--- config.mk ---
export PLATFORM = sky130hd
export DESIGN_NAME = booth_pp_stream_gen
export DESIGN_NICKNAME = d
export VERILOG_FILES = /design/src/rtl/booth_pkg.sv /design/src/rtl/booth_digit_enc.sv /design/src/rtl/booth_pp_stream_gen.sv
export SDC_FILE = /design/constraint.sdc
export NUM_CORES = 1
export LEC_CHECK = 0
export ABC_AREA = 1
export BUFFER_PORTS_ARGS = -buffer_cell sky130_fd_sc_hd__buf_2
export CAP_MARGIN = 20
export CORE_MARGIN = 5
export CORE_UTILIZATION = 35
export DETAILED_ROUTE_END_ITERATION = 8
export PLACE_DENSITY_LB_ADDON = 0.25
export SLEW_MARGIN = 10
export SYNTH_ARGS = -nofsm -noshare
export SYNTH_HDL_FRONTEND = slang
export SYNTH_SLANG_ARGS = --single-unit
export TNS_END_PERCENT = 10
--- constraint.sdc ---
create_clock -name clk -period 3.8 [get_ports clk]
set_input_delay 0.57 -clock clk [delete_from_list [all_inputs] [get_ports clk]]
set_output_delay 0.57 -clock clk [all_outputs]
set_load 0.005 [all_outputs]
--- src/rtl/booth_pkg.sv ---
// Shared types and the radix-4 Booth recoding table.
package booth_pkg;

  typedef enum logic [2:0] {ZERO, POS1, POS2, NEG1, NEG2} digit_e;

  typedef enum logic {IDLE, EMIT} state_e;

  // Window is {b[2k+1], b[2k], b[2k-1]}
  function automatic digit_e booth_digit(input logic [2:0] win);
    digit_e d;
    case (win)
      3'b001, 3'b010: d = POS1;
      3'b011:         d = POS2;
      3'b100:         d = NEG2;
      3'b101, 3'b110: d = NEG1;
      default:        d = ZERO;
    endcase
    return d;
  endfunction

endpackage

--- src/rtl/booth_digit_enc.sv ---
// Combinational Booth digit encoder: 3-bit window -> one/two/neg select flags.
module booth_digit_enc
  import booth_pkg::*;
(
  input  logic [2:0] win,
  output logic       one,
  output logic       two,
  output logic       neg
);

  digit_e digit;

  assign digit = booth_digit(win);

  // Split the digit into magnitude select and sign
  always_comb begin
    one = 1'b0;
    two = 1'b0;
    neg = 1'b0;
    case (digit)
      POS1: one = 1'b1;
      POS2: two = 1'b1;
      NEG1: begin one = 1'b1; neg = 1'b1; end
      NEG2: begin two = 1'b1; neg = 1'b1; end
      default: ;
    endcase
  end

endmodule

--- src/rtl/booth_pp_stream_gen.sv ---
// Sequential radix-4 Booth partial-product generator.
// Accepts one signed operand pair, then streams N/2 pre-shifted 2N-bit
// partial products whose modulo-2^(2N) sum is the signed product.
module booth_pp_stream_gen
  import booth_pkg::*;
#(
  parameter int N = 16
) (
  input  logic                         clk,
  input  logic                         rst_n,
  input  logic                         in_valid,
  output logic                         in_ready,
  input  logic [N-1:0]                 in_a,
  input  logic [N-1:0]                 in_b,
  output logic                         pp_valid,
  input  logic                         pp_ready,
  output logic [2*N-1:0]               pp_data,
  output logic [$clog2(N/2)-1:0]       pp_idx,
  output logic                         pp_last
);

  localparam int NPP = N / 2;
  localparam int IW  = $clog2(NPP);
  localparam int W   = 2 * N;

  state_e          state_q, state_d;
  logic [IW-1:0]   idx_q, idx_d;
  logic [N-1:0]    a_q, a_d, b_q, b_d;

  logic            last;
  logic [N:0]      b_ext;
  logic [2:0]      win;
  logic            sel_one, sel_two, sel_neg;
  logic [W-1:0]    a_ext, mag, sgn, shifted;

  assign pp_valid = (state_q == EMIT);
  assign last     = pp_valid && (idx_q == IW'(NPP - 1));
  assign pp_last  = last;
  assign pp_idx   = idx_q;
  // Combinational from pp_ready so a new pair can ride the final beat
  assign in_ready = (state_q == IDLE) || (last && pp_ready);

  // State, index and operand registers
  always_ff @(posedge clk or negedge rst_n) begin
    if (!rst_n) begin
      state_q <= IDLE;
      idx_q   <= '0;
      a_q     <= '0;
      b_q     <= '0;
    end else begin
      state_q <= state_d;
      idx_q   <= idx_d;
      a_q     <= a_d;
      b_q     <= b_d;
    end
  end

  // Next-state: load on accept, advance index on each consumed beat
  always_comb begin
    state_d = state_q;
    idx_d   = idx_q;
    a_d     = a_q;
    b_d     = b_q;
    case (state_q)
      IDLE: begin
        if (in_valid) begin
          state_d = EMIT;
          idx_d   = '0;
          a_d     = in_a;
          b_d     = in_b;
        end
      end
      EMIT: begin
        if (pp_ready) begin
          if (!last) begin
            idx_d = idx_q + IW'(1);
          end else if (in_valid) begin
            idx_d = '0;
            a_d   = in_a;
            b_d   = in_b;
          end else begin
            state_d = IDLE;
            idx_d   = '0;
          end
        end
      end
      default: state_d = IDLE;
    endcase
  end

  // b_q[-1] is the implicit zero below the LSB
  assign b_ext = {b_q, 1'b0};
  assign win   = b_ext[{idx_q, 1'b0} +: 3];

  booth_digit_enc u_enc (
    .win (win),
    .one (sel_one),
    .two (sel_two),
    .neg (sel_neg)
  );

  // Select magnitude, negate in full two's complement, shift by 2k, gate when idle
  always_comb begin
    a_ext   = {{N{a_q[N-1]}}, a_q};
    mag     = '0;
    if (sel_two)      mag = {a_ext[W-2:0], 1'b0};
    else if (sel_one) mag = a_ext;
    sgn     = sel_neg ? -mag : mag;
    shifted = sgn << {idx_q, 1'b0};
    pp_data = pp_valid ? shifted : '0;
  end

endmodule

# Word level (Yosys, flattened, before mapping)
# Cells that the tools add are included.
[op_classes] n_addsub=2 n_eq_ne=14 shift=2 mux=24 bitwise=1 reduce_logical=10
[ops] operator="$mux W32" count=4
[ops] operator="$mux W16" count=6
[ops] operator="$pmux W16 S2" count=2
[ops] operator="$neg A32 Y32" count=1
[ops] operator="$shl A32 B4 Y32" count=1
[ops] operator="$shiftx A17 B5 Y3" count=1
[ops] operator="$eq A3 B3 Y1 const B" count=5
[ops] operator="$eq A3 B2 Y1 const B" count=4
[ops] operator="$pmux W3 S4" count=1
[ops] operator="$reduce_or A2 Y1" count=5
[ops] operator="$mux W3" count=3
[ops] operator="$eq A3 B1 Y1 const B" count=2
[ops] operator="$mux W1" count=6
[ops] operator="$pmux W3 S2" count=1
[ops] operator="$ne A2 B2 Y1 const B" count=2
[ops] operator="$reduce_and A2 Y1" count=2
[ops] operator="$add A3 B1 Y3 const B" count=1
[ops] operator="$logic_and A1 B1 Y1" count=2
[ops] operator="$ne A2 B1 Y1 const B" count=1
[ops] operator="$pmux W1 S2" count=1
[ops] operator="$logic_or A1 B1 Y1" count=1
[ops] operator="$not A1 Y1" count=1
[totals] reg_bits=36 input_bits=36 output_inout_bits=38 elab_cells=57

# Logic depth before layout (Yosys ltp)
# Gate-level depths: netlist of the first run.
[logic_depth] ltp_word=13 mapped_depth=29 depth_no_buf=26

# Cells and area by module
# From an unflattened synthesis of the first run, not the netlist that was laid out.
[hier_totals] cells_unflattened=502 hier_area_um2=3323.2
[modules_own_cells] mod="booth_pp_stream_gen" n_inst=1 cells_per_inst=484 area_each_um2=3213.1 seq_area_each_um2=900.9
[modules_own_cells] mod="booth_digit_enc" n_inst=1 cells_per_inst=18 area_each_um2=110.1 seq_area_each_um2=0.0

# Least setup slack after synthesis of the first run
# Ideal clock, no wire load.
[synth_timing] kind="reg-to-output" startpoint="register idx_q[0] (netlist: pp_idx[0])" endpoint="output port pp_data[14]" arrival_time_ns=3.496 required_time_ns=3.230 slack_ns=-0.266 path_stages_with_launch=24 n_path_buf=3 cell_sequence="dfrtp_1 buf_6 clkbuf_1 nor2_1 o22ai_1 inv_1 o21ai_0 inv_1 ha_1 nor2_1 nand3_4 buf_6 nand2_1 o21ai_2 ha_1 nand3_1 nor2_2 nand2_1 inv_1 o21bai_1 nand3_1 nand3_1 o21ai_0 o21ai_0"
[synth_between] elab_chain_len=13 elab_cells_between_ends=26 cone_classes="1 x add/sub; 10 x eq/ne; 2 x shift; 8 x mux; 5 x reduce/logical"
[synth_rtl] item="from (decl)" line_no="booth_pp_stream_gen.sv:27" source="logic [IW-1:0] idx_q, idx_d;"
[synth_rtl] item="from (signal assigned)" line_no="booth_pp_stream_gen.sv:52" source="idx_q <= idx_d;"
[synth_rtl] item="$shiftx A17 B5 Y3" line_no="booth_pp_stream_gen.sv:93" source="assign win = b_ext[{idx_q, 1'b0} +: 3];"
[synth_rtl] item="$eq A3 B3 Y1, or another cell as far along" line_no="booth_pkg.sv:11" source="case (win)"
[synth_rtl] item="$reduce_or A2 Y1" line_no="booth_pkg.sv:11"
[synth_rtl] item="$pmux W3 S4" line_no="booth_pkg.sv:11"
[synth_rtl] item="$eq A3 B1 Y1 or $eq A3 B2 Y1 (tied branches)" line_no="booth_digit_enc.sv:20" source="case (digit)"
[synth_rtl] item="$reduce_or A2 Y1 (no line)"
[synth_rtl] item="$mux W1" line_no="booth_digit_enc.sv:20"
[synth_rtl] item="$mux W32" line_no="booth_pp_stream_gen.sv:107" source="else if (sel_one) mag = a_ext;"
[synth_rtl] item="$mux W32" line_no="booth_pp_stream_gen.sv:106" source="if (sel_two) mag = {a_ext[W-2:0], 1'b0};"
[synth_rtl] item="$neg A32 Y32" line_no="booth_pp_stream_gen.sv:108" source="sgn = sel_neg ? -mag : mag;"
[synth_rtl] item="$mux W32" line_no="booth_pp_stream_gen.sv:108"
[synth_rtl] item="$shl A32 B4 Y32 (*)" line_no="booth_pp_stream_gen.sv:109" source="shifted = sgn << {idx_q, 1'b0};"
[synth_rtl] item="$mux W32 (*)" line_no="booth_pp_stream_gen.sv:110" source="pp_data = pp_valid ? shifted : '0;"
[synth_rtl] item="to (decl)" line_no="booth_pp_stream_gen.sv:17" source="output logic [2*N-1:0] pp_data,"
# Every way passes the cells marked *; elsewhere a longest branch is shown, timed or not.

# Final worst setup path of the first run
[layout_timing] startpoint="register idx_q[0] (netlist: pp_idx[0])" endpoint="output port pp_data[22]"
# Same word-level chain as after synthesis.

==> parameters.txt, run 1 <==
Parameter                              Value

Global routing
  Via count of the first global-routing pass    roughly 3.7k
  Global-route wire length before repair    approximately 17 mm
  Antenna violations before repair    0
  Met2 GRT Util    roughly a third
  Aggregate global routing overflow    0
  Global-route met3 utilization    roughly 2.8%
  Largest net degree at the start of global routing    37
  Top Usage Layer GRT    met2
  Met1 layer usage reported by global route    20.4%
  Total global-route track usage    17.2%

Layout
  Antenna diode count    0
  NumNets Final    around 670
  Post-route cell area    about 4700 um^2
  Area delta synth->final    36.8%
  Commonest non-fill, non-tap cell in the layout    sky130_fd_sc_hd__nand2_1
  Highest-count cells in the layout ignoring fill and taps    sky130_fd_sc_hd__nand2_1 (127), sky130_fd_sc_hd__buf_2 (73), sky130_fd_sc_hd__nand3_1 (67)
  Count of placed standard cells in the final layout, fillers left out    about 760
  Share of layout cells above drive strength 1    between 40% and 50%
  Area used by sequential logic in the layout    around 900 um^2
  # fillers    ~1.0k
  Multi-input gate area    2560 um^2

Drt
  Post-detailed-route DRC marker count    0
  1st-iter DRT viols    215
  Count of TritonRoute iterations in the first routing pass    4
  Number of vias after detailed routing    between 3k and 4k
  DR WL/cell    roughly 14 um
  Number of nets still failing antenna checks after routing    0
  Detailed-route wire length    between 10 and 15 mm
  Vias per Instance    approximately 5

Setup path
  Dominant delay contributor by cell family on the critical path    simple AND/OR/NAND/NOR gates
  Crit. End Element    primary output
  Worst EP required    3230 ps
  Setup Crit Path Kind    flop to primary output
  Arrival time worst endpoint    approximately 3500 ps
  Largest fanout on the critical path    7
  Startpoint kind of the worst setup timing path    flop
  Worst-path cell chain    buf_6, o21ai_1, o22ai_2, nand2_1, o21ai_2, buf_4, ha_4, nor2_4, nand3_4, clkbuf_16, buf_6, nand3_2, nand2_2, nor2_1, nand2_1, nor2_2, nand2_2, a21oi_4, buf_4, nand2_1, o21ai_1, o21ai_1, buf_2
  Worst stage delay on the critical path    about 470 ps
  Number of buffers and inverters on the critical path    6
  Crit-path slowest cell    sky130_fd_sc_hd__dfrtp_2

STA
  Post-route setup slack    -258 ps
  Time the worst path needs with I/O delays and setup    between 4000 and 5000 ps
  Max Clock Freq    246 MHz
  Count of pins over their slew limit    0
  Max-slew headroom at the worst pin    a little under half
  Final period utilization    107%
  Measured slew at the worst slew-check pin    ~800 ps
  Clock Skew    7.16 ps
  Final Hold Vio Count    0
  Total of endpoints with negative setup slack in the final report    29
  Unrepaired setup endpoints after global routing    yes

Synthesis
  Compound-gate portion of the synthesized area    just under 8%
  Register area share after synthesis    26.0%
  Xor/xnor cell area share of the yosys netlist    less than 1%
  Dominant combinational cell family by area after synthesis    simple AND/OR/NAND/NOR gates
  Mux contribution to synthesized area    between 10% and 20%
  Number of flip-flops and latches in the synthesized netlist    36
  Count of cell types in the netlist    36
  Number of warning messages in the yosys log    0
  Netlist Area Pre-Place    about 3500 um^2
  Area share of the largest cell type after synthesis    between 20% and 30%
  Post-synthesis net count    570
  Post-synthesis share of cell area spent on and, or, nand and nor gates    a little over two fifths
  Area contributors post-synth    sky130_fd_sc_hd__dfrtp_1 (26%), sky130_fd_sc_hd__nand2_1 (16%), sky130_fd_sc_hd__nand3_1 (12%), sky130_fd_sc_hd__mux2_2 (10%), sky130_fd_sc_hd__inv_1 (5.7%)
  Post-Synth Adder-Cell Area    2.53%
  Post-synthesis average cell area    ~6.6 um^2
  Cell type with the largest total area after synthesis    sky130_fd_sc_hd__dfrtp_1
  Synthesized netlist cell count    527

Floorplanning
  Starting density of the core    between 30% and 40%
  Io pins    74
  Site row count    36
  Die span in x    between 100 and 150 um
  Placeable Area    9730 um^2
  Die Area    around 12,000 um^2
  Die extent in y    109 um

Placement
  Number of port buffers    73
  Half-perimeter wire length after detailed placement    ~7.6 mm
  Placed instance area    ~4000 um^2
  Placed insts    729
  Gpl congestion    between 0.8 and 0.9

Min path
  Path category of the worst min-delay check    input port to async pin

Run status
  Status    complete, but fails checks
  Failing checks    setup timing

Clocking
  Buffer cell driving the clock tree root    sky130_fd_sc_hd__clkbuf_8
  Clock buffers created by TritonCTS    5
  Buffer levels on the longest clock path    2
  Clock tree from TritonCTS    yes
  Clock latency on the worst-skew pair    290 ps
  Clock transition at the register clock pins on the worst setup and hold paths after CTS    about 80 ps
  Clock sinks    36
  Clock H-tree levels    2

Flow run
  Number of max-cap violations    0
==> cell type report <==
class	count	area share [%]
well taps	133	3.52
clock buffers	7	2.04
repair buffers	115	15.8
inverters	59	4.78
flip-flops and latches	36	19.1
clock inverters	1	0.634
multi-input cells	408	54.2
==> path summary, 6_finish.rpt <==
| check | start | endpoint | slack, ps | cells past startpoint |
|---|---|---|---|---|
| max | pp_idx[0] | pp_data[22] | -260 | 23 |
| min | rst_n | b_q[8] | 370 | 1 |
| max reg2reg | pp_idx[0] | a_q[15] | 1470 | 9 |
| min reg2reg | b_q[4] | b_q[4] | 530 | 1 |
| max in group asynchronous | rst_n | pp_idx[1] | 2880 | 1 |
| min in group clk | in_valid | pp_valid | 490 | 3 |
==> sequential cells by signal, indices dropped and copies added (netlist names) <==
register / flops
pp_idx: 3
b_q: 16
a_q: 16
pp_valid: 1
==> per-stage QoR <==
stage | setup slack [ps] | hold WS, ps | TNS, ps | utilization [%]
floorplan | 32.8 | 274 | 0 | -
global placement | 11.5 | 492 | 0 | 41.6
detailed placement | -64.7 | 496 | -594 | 41.6
CTS | -102 | 392 | -1500 | 46.4
global route | -480 | 448 | -11960 | 48.6
finish | -258 | 370 | -4800 | 48.6
==> synthesized netlist by cell type, drive strengths merged <==
library cell	instances
nand2	164
nand3	90
inv	57
nor2	47
o21ai	37
dfrtp	36
mux2	32
buf	17
nand4	17
clkbuf	7
ha	7
o22ai	3
a21boi	2
a21oi	2
clkinv	2
xor2	2
nand3b	1
o211ai	1
o21bai	1
or2	1
xnor2	1
==> repair_timing <==
action	CTS	global route
gates resized for setup	66	41
setup buffers	16	5
hold buffers	0	0
cloned	0	1
endpoints found under the setup margin	31	31
pin swaps	23	25
==> logic make-up (layout without fill, tap and decap cells) <==
family                     count (synthesis)  count (layout)
muxes                                     32              32
DFF                                       36              36
xor gates and xnor gates                   3               3
adders and majority gates                  7               7
and+or+nand+nor                          320             320
buffers and inverters                     83             182
AOI/OAI and AO/OA                         46              46
==> metal layers <==
metal / wire length (um) / share of wire, % / vias to the layer above
met2: 5540 / 54 / 73
met4: 132 / 1.3 / 0
li1: - / - / 1914
met1: 4170 / 40 / 1785
met5: 0 / 0 / -
met3: 501 / 4.8 / 11
Power of run 1 is left out: the tool's default activity adds up to more than one toggle a clock period on the data nets, which glitch-free logic cannot reach.
==> run 2, diff against run 1 <==
CORE_UTILIZATION = 50   (was 35)
==> parameters.txt, run 2 (synthesized netlist as in run 1, its figures left out) <==
Parameter                              Value

STA
  Measured slew at the worst slew-check pin    775 ps (-29.1 ps)
  Max-slew headroom at the worst pin    48.3% (+1.9 points)
  Unrepaired setup endpoints after global routing    yes
  Clock Skew    7.80 ps (+0.639 ps)
  Time the worst path needs with I/O delays and setup    4120 ps (+59.5 ps)
  Max Clock Freq    243 MHz (-1.4%)
  Count of pins over their slew limit    0 (unchanged)
  Final period utilization    108% (+1.6 points)
  Total of endpoints with negative setup slack in the final report    30 (+3.4%)
  Post-route setup slack    -318 ps (-59.5 ps)
  Final Hold Vio Count    0 (unchanged)

Drt
  Detailed-route wire length    11.1 mm (+6.9%)
  1st-iter DRT viols    306 (+42%)
  Vias per Instance    5.76 (+16%)
  DR WL/cell    15.8 um (+16%)
  Number of vias after detailed routing    4,041 (+6.8%)
  Count of TritonRoute iterations in the first routing pass    5 (+1)
  Post-detailed-route DRC marker count    0 (unchanged)
  Number of nets still failing antenna checks after routing    0 (unchanged)

Layout
  Area delta synth->final    37.1%
  Highest-count cells in the layout ignoring fill and taps    sky130_fd_sc_hd__nand2_1 (117), sky130_fd_sc_hd__buf_2 (73), sky130_fd_sc_hd__nand3_1 (69)
  Post-route cell area    4740 um^2 (+0.24%)
  Commonest non-fill, non-tap cell in the layout    sky130_fd_sc_hd__nand2_1
  Final core utilization    70.2% (+22 points)
  Share of layout cells above drive strength 1    43.5% (+1.1 points)
  NumNets Final    663 (-0.75%)
  Antenna diode count    0 (unchanged)

Clocking
  Buffer levels on the longest clock path    2 (unchanged)
  Clock sinks    36 (unchanged)
  Clock latency on the worst-skew pair    290 ps (about the same)
  Clock buffers created by TritonCTS    5 (unchanged)
  Clock H-tree levels    2 (unchanged)
  Clock tree from TritonCTS    yes
  Clock transition at the register clock pins on the worst setup and hold paths after CTS    80 ps (about the same)
  Buffer cell driving the clock tree root    sky130_fd_sc_hd__clkbuf_8

Setup path
  Source of the worst register-to-register timing path    pp_idx[1]
  Crit. End Element    primary output
  Arrival time worst endpoint    3550 ps (+60 ps)
  Setup Crit Path Kind    flop to primary output
  Worst EP required    3230 ps (about the same)
  Minimum setup slack among reg-to-reg paths    1440 ps (-30 ps)
  Capture point of the worst reg-to-reg path    a_q[15]
  Count of cells along the worst register-to-register path    9 (unchanged)
  Startpoint kind of the worst setup timing path    flop
  Largest fanout on the critical path    8 (+1)

Placement
  Half-perimeter wire length after detailed placement    7.12 mm (-6.7%)
  Gpl congestion    0.942 (+7.1%)
  Number of port buffers    73 (unchanged)
  Minimum setup slack after placement    -35.6 ps (+29.1 ps)
  Placed instance area    3970 um^2 (-2.0%)

Floorplanning
  Io pins    74 (unchanged)
  Starting density of the core    51.2% (+16 points)
  Die Area    8690 um^2 (-27%)
  Site row count    30 (-17%)
  Placeable Area    6760 um^2 (-31%)
  Die extent in y    93.2 um (-15%)
  Die span in x    93.2 um (-15%)

Run status
  Failing checks    setup timing
  Status    complete, but fails checks

Global routing
  Aggregate global routing overflow    0 (unchanged)
  Global-route wire length before repair    16.7 mm (-0.50%)
  Via count of the first global-routing pass    3,853 (+4.2%)
  Antenna violations before repair    0 (unchanged)
  Largest net degree at the start of global routing    37 (unchanged)
  Total global-route track usage    23.3% (+6.1 points)

Min path
  Path category of the worst min-delay check    input port to async pin

Flow run
  Number of max-cap violations    0 (unchanged)
-- run 2: changes by cell type in the layout (fill, tap and decap cells not counted), sizes merged --
cell | previous run | this run
clkbuf | 8 | 7
buf | 114 | 110
clkinvlp | 0 | 1
inv | 57 | 56
-- run 2: worst max path at each step --
stage | from | end | depth (start not counted)
final | pp_idx[0] | pp_data[15] | 23
after global routing | pp_idx[0] | pp_data[22] | 25
after CTS | pp_idx[0] | pp_data[26] | 23
after detailed placement | pp_idx[0] | pp_data[15] | 22
after global placement | pp_idx[0] | pp_data[15] | 24
after floorplan | pp_idx[0] | pp_data[14] | 24
-- run 2: worst max-delay path: stages, from the launching register on --
cell                      delay (ps)
sky130_fd_sc_hd__dfrtp_2         480
sky130_fd_sc_hd__buf_6           140
sky130_fd_sc_hd__o21ai_2         140
sky130_fd_sc_hd__o22ai_1         120
sky130_fd_sc_hd__inv_1           120
sky130_fd_sc_hd__o21ai_4          70
sky130_fd_sc_hd__buf_4           140
sky130_fd_sc_hd__ha_2            190
sky130_fd_sc_hd__nor2_4          120
sky130_fd_sc_hd__nand3_4         180
sky130_fd_sc_hd__buf_12          210
sky130_fd_sc_hd__nand2_8          70
sky130_fd_sc_hd__nand2_4          70
sky130_fd_sc_hd__nor2_4          200
sky130_fd_sc_hd__nand2_4         110
sky130_fd_sc_hd__nand2_4         100
sky130_fd_sc_hd__xor2_4          170
sky130_fd_sc_hd__inv_1            50
sky130_fd_sc_hd__nand2_1          80
sky130_fd_sc_hd__o21ai_0          80
sky130_fd_sc_hd__nand2_1          80
sky130_fd_sc_hd__nand2_2          60
sky130_fd_sc_hd__o21ai_1         130
sky130_fd_sc_hd__buf_2           130
-- run 2: area by class of cell --
cell class / instances / area [um^2]
Multi-Input combinational cell: 408 / 2660
Fill cell: 545 / 2010
Sequential cell: 36 / 903
Timing Repair Buffer: 110 / 723
Inverter: 59 / 230
Tap cell: 80 / 100
Clock buffer: 7 / 96.3
Clock inverter: 1 / 30.0
-- run 2: what timing repair did --
action	in CTS	in global routing
pin swaps	31	39
setup endpoints to repair	31	31
gates resized for setup	62	70
hold buffers	0	0
gates cloned	1	0
buffers inserted	15	3
-- run 2: metrics by stage --
stage	setup TNS (ps)	cells	hold WS, ps
floorplan	0	527	274
global placement	0	674	491
detailed placement	-134	674	497
CTS	-1730	698	376
global route	-12680	701	423
finish	-7170	701	355
-- run 2: per-layer routing --
layer / routed length, um / share of wire [%] / global-route usage, %
met5: 0 / 0 / 0
met4: 562 / 5.1 / 12.1
met3: 524 / 4.7 / 3.78
met2: 5710 / 52 / 41.7
met1: 4270 / 39 / 26.5
Power of run 2 is left out for the same reason.
